`src/rtl/countdown_timer_12b_pkg.sv`:
```
// Shared constants and state encoding for the 12-bit loadable countdown timer.
package countdown_timer_12b_pkg;

  localparam int unsigned DEFAULT_WIDTH = 12;

  typedef enum logic [1:0] {
    IDLE    = 2'd0,
    RUN     = 2'd1,
    EXPIRED = 2'd2
  } state_t;

endpackage

```
`src/rtl/countdown_timer_12b_dec_sat.sv`:
```
// Saturating decrement with zero/one detect; pure combinational helper for the timer.
module countdown_timer_12b_dec_sat
  import countdown_timer_12b_pkg::*;
#(
  parameter int unsigned WIDTH = DEFAULT_WIDTH
) (
  input  logic [WIDTH-1:0] value,
  output logic [WIDTH-1:0] value_dec,
  output logic             is_zero,
  output logic             is_one
);

  always_comb begin
    is_zero   = (value == '0);
    is_one    = (value == WIDTH'(1));
    // Saturate at zero so the counter can never wrap to all-ones.
    value_dec = is_zero ? '0 : value - WIDTH'(1);
  end

endmodule

```
`src/rtl/countdown_timer_12b.sv`:
```
// Loadable down-counter/timer with one-cycle done pulse and optional auto-reload.
module countdown_timer_12b
  import countdown_timer_12b_pkg::*;
#(
  parameter int unsigned WIDTH = DEFAULT_WIDTH
) (
  input  logic             clk,
  input  logic             reset,
  input  logic             load,
  input  logic             enable,
  input  logic             auto_reload,
  input  logic [WIDTH-1:0] data,
  output logic [WIDTH-1:0] count,
  output logic             zero,
  output logic             done,
  output logic             busy
);

  state_t           state, state_next;
  logic [WIDTH-1:0] reload, reload_next;
  logic [WIDTH-1:0] count_next;
  logic             done_next;
  logic [WIDTH-1:0] count_dec;
  logic             cnt_zero;
  logic             cnt_one;

  countdown_timer_12b_dec_sat #(
    .WIDTH(WIDTH)
  ) u_dec (
    .value     (count),
    .value_dec (count_dec),
    .is_zero   (cnt_zero),
    .is_one    (cnt_one)
  );

  always_ff @(posedge clk or negedge reset) begin
    if (!reset) begin
      state  <= IDLE;
      count  <= '0;
      reload <= '0;
      done   <= 1'b0;
    end else begin
      state  <= state_next;
      count  <= count_next;
      reload <= reload_next;
      done   <= done_next;
    end
  end

  always_comb begin
    state_next  = state;
    count_next  = count;
    reload_next = reload;
    done_next   = 1'b0;

    if (load) begin
      count_next  = data;
      reload_next = data;
      state_next  = IDLE;
    end else if (enable) begin
      case (state)
        // IDLE and RUN share the step/expiry rules; only RUN reloads from zero.
        IDLE, RUN: begin
          if (cnt_one) begin
            count_next = '0;
            done_next  = 1'b1;
            state_next = auto_reload ? RUN : EXPIRED;
          end else if (!cnt_zero) begin
            count_next = count_dec;
            state_next = RUN;
          end else if (state == RUN) begin
            count_next = reload;
          end
        end
        EXPIRED: begin
          state_next = EXPIRED;
        end
        default: begin
          state_next = IDLE;
        end
      endcase
    end
  end

  always_comb begin
    zero = cnt_zero;
    busy = (state == RUN);
  end

endmodule

```
`config.mk`:
```
export PLATFORM = sky130hd
export DESIGN_NAME = countdown_timer_12b
export DESIGN_NICKNAME = d
export VERILOG_FILES = /design/src/rtl/countdown_timer_12b_pkg.sv /design/src/rtl/countdown_timer_12b_dec_sat.sv /design/src/rtl/countdown_timer_12b.sv
export SDC_FILE = /design/constraint.sdc
export NUM_CORES = 1
export LEC_CHECK = 0
export CAP_MARGIN = 20
export CELL_PAD_IN_SITES_DETAIL_PLACEMENT = 1
export CELL_PAD_IN_SITES_GLOBAL_PLACEMENT = 1
export CORE_MARGIN = 5
export CORE_UTILIZATION = 38
export DETAILED_ROUTE_END_ITERATION = 8
export GPL_ROUTABILITY_DRIVEN = 0
export GPL_TIMING_DRIVEN = 0
export PLACE_DENSITY_LB_ADDON = 0.25
export SLEW_MARGIN = 0
export SYNTH_ARGS = -nofsm -noshare
export SYNTH_HDL_FRONTEND = slang
export SYNTH_SLANG_ARGS = --single-unit
```
`constraint.sdc`:
```
create_clock -name clk -period 2.55 [get_ports clk]
set_input_delay 0.6375 -clock clk [delete_from_list [all_inputs] [get_ports clk]]
set_output_delay 0.6375 -clock clk [all_outputs]
set_load 0.005 [all_outputs]
```
==> flow_summary.json <==
{
  "status": "completed",
  "min_period_over_period": 0.901,
  "crit_required_ns": 2.74,
  "dpl_cell_area_um2": 2020,
  "rr_worst_depth": 8,
  "insertion_delay_ns": 0.28,
  "relSlewSlack": 0.546,
  "grt_pass1_vias": 1752,
  "synth_top_family_by_area": "compound AO/OA/AOI/OAI gates",
  "nets": 252,
  "cts-root-buf": "clkbuf_8",
  "wl_per_cell_um": 19.2,
  "drive_above_1_share": 0.165,
  "ys_warn_count": 0,
  "ys_ff_latch": 27,
  "synth_fp_nets": 203,
  "synthAdderAreaFrac": 0.0231,
  "slew_violations": 0,
  "dr.pass1.iters": 4,
  "worstPathArrival_ns": 2.49,
  "n_antenna_cell": 0,
  "yosysUniqueCellTypes": 50,
  "drt_iter0_markers": 133,
  "setup_viol": 0,
  "ant_nets": 0,
  "yosys.area.top_type": "dfrtp_1",
  "ir_drop_uv": 269,
  "overflow": 0,
  "synth_area_per_cell_um2": 8.88,
  "die_w_um": 75.4,
  "fin_worst_skew_ns": 0.00225,
  "antenna_found_initial": 0,
  "endpoint": "count[4]",
  "pin_count": 32,
  "critPathLaunch": "count[0]",
  "synth.top_cell.area_share": 0.416,
  "fin_area_um2": 2200,
  "viasPerCell": 5.82,
  "clk_pin_slew_ns": 0.10,
  "clock_path_buffers": 2,
  "p_per_area_nw_per_um2": 551,
  "cts_tree": "done",
  "p_leak_nw": 0.952,
  "fmax_mhz": 435,
  "r2r_slack_ns": 0.25,
  "clock-sinks": 27,
  "drv_cap": 0,
  "wirelength_um": 5380,
  "area.growth.synth_to_final_pct": 35.6,
  "synth_area_um2": 1630,
  "die_h_um": 75.4,
  "synth_cells": 183,
  "criticalPathCategory": "flip-flop to flip-flop",
  "ys_top_cells_by_area": "dfrtp_1 42%, nand2_1 4.4%, inv_1 4.2%",
  "placementRows": 23,
  "core_area_um2": 4090,
  "cts_max_level": 1,
  "grtUsageTotal": 0.202,
  "numPortBuffers": 30,
  "vias": 1635,
  "critPathCaptureType": "flip-flop",
  "drc": 0,
  "ys_seq_area_frac": 0.416,
  "grt_pass1_wl_um": 8510,
  "critPathMaxFanout": 10,
  "dieArea_um2": 5690,
  "hpwl_um": 3620,
  "cts_buffers": 3,
  "hp-class": "flip-flop to flip-flop",
  "synth-simple-area-share": 0.210,
  "start_kind": "flip-flop",
  "r2r-end": "count[4]",
  "synth_xor_xnor_area_share": 0.0216,
  "hold_slack_ns": 0.523,
  "synth_compound_area_frac": 0.246,
  "synthMuxAreaShare": 0.0139,
  "worst_pin_slew_ns": 0.679,
  "period_needed_ns": 2.30,
  "hold_viol_final": 0,
  "start_util": 0.398,
  "grt_max_degree": 17,
  "r2r_start": "count[0]",
  "rsz0062_at_grt": "false"
}
[critical path, cell delays in order, from the launching register on]
cell and delay (ns):
dfrtp_2 0.44, buf_4 0.17, ha_1 0.19, clkbuf_2 0.18, or3_1 0.42, o22a_1 0.21
buf_2 0.21, buf_6 0.18, a31oi_1 0.22
[cell usage in the layout, fill, tap and decap left out, types with 3 or more instances in the layout]
master and instances:
dfrtp_2 3, nor3_1 5, o211ai_1 6, a21o_1 4, a21oi_1 7, a31oi_1 10
clkdlybuf4s50_1 29, o21ai_0 4, xnor2_1 4, nor2_1 13, nand2b_1 3, o21bai_1 3
dfrtp_1 24, nand2_1 19, inv_1 15, clkbuf_1 6, buf_4 13, o21ai_1 8
clkbuf_8 3, nor4_1 4
[cell families after synthesis]
| family | Yosys count |
|---|---|
| multiplexers | 2 |
| XOR/XNOR | 4 |
| AO/OA/AOI/OAI | 59 |
| adder cells (fa/ha/maj) | 3 |
| buffers and inverters | 27 |
| AND/OR/NAND/NOR | 61 |
| flip-flops | 27 |
[worst min path at each step]
stage          startpoint  slack, ns  cells past startpoint         to
2_1_floorplan       reset       0.34                      0   count[0]
3_3_place_gp    reload[6]       0.46                      1  reload[6]
3_5_place_dp    reload[7]       0.50                      2  reload[7]
4_1_cts         reload[2]       0.52                      2  reload[2]
5_1_grt         reload[7]       0.53                      2  reload[7]
6_report        reload[8]       0.52                      2  reload[8]
[cell usage after synthesis (all sizes together)]
master / number
a21oi: 7
nand2: 20
ha: 3
nor3b: 2
nor4: 5
nand2b: 3
o31ai: 1
a211o: 1
a31oi: 11
and2: 2
nand4: 1
o2111ai: 1
or4: 1
o22ai: 1
nor2b: 1
buf: 3
and3: 1
a221oi: 2
a21o: 4
a22oi: 1
o22a: 1
o21a: 2
xnor2: 4
o21ai: 12
o221ai: 1
clkbuf: 6
o211ai: 6
nor3: 7
a211oi: 1
inv: 18
nor2: 13
or3: 3
nand3: 2
a31o: 1
mux2: 2
a221o: 1
a32oi: 2
o21bai: 3
dfrtp: 27
[through the flow]
step           cells  power [mW]  setup slack [ns]   util  TNS, ns
2_1_floorplan    183       0.728             0.541      -        0
3_3_place_gp     263       0.873            -0.277  0.487   -0.277
3_5_place_dp     264       0.894            -0.330  0.493   -0.330
4_1_cts          274        1.19           0.00504  0.525        0
5_1_grt          281        1.28             0.141  0.539        0
6_report         281        1.21             0.251  0.539        0
[layer usage]
metal	share of wire	vias to the layer above	GRT usage
li1	-	752	-
met1	0.43	825	0.239
met2	0.50	46	0.348
met3	0.037	12	0.0290
met4	0.028	0	0.117
met5	0	-	0
[state kept, by name (all words and copies together) (netlist names)]
signal / cells
reload: 12
done: 1
count: 12
state: 2
[area by class of cell]
class,count,area [um^2]
fillers,484,1880
well taps,50,62.6
clock buffers,4,45.0
inverters,18,72.6
repair buffers,44,428
multi-input cells,129,871
flip-flops and latches,27,679
plain buffers,9,45.0
[power breakdown]
group / switching [mW] / leakage [nW] / internal [mW]
Combinational: 0.195 / 0.603 / 0.210
Sequential: 0.0690 / 0.326 / 0.476
Clock: 0.152 / 0.0228 / 0.113
[repair_timing]
item	in CTS	in global routing
endpoints found under the hold margin	0	0
buffers inserted	6	7
pin swaps	3	2
resized for setup	11	3
setup endpoints to repair	2	1
hold buffers	0	0
(Power assumes the default switching activity.)
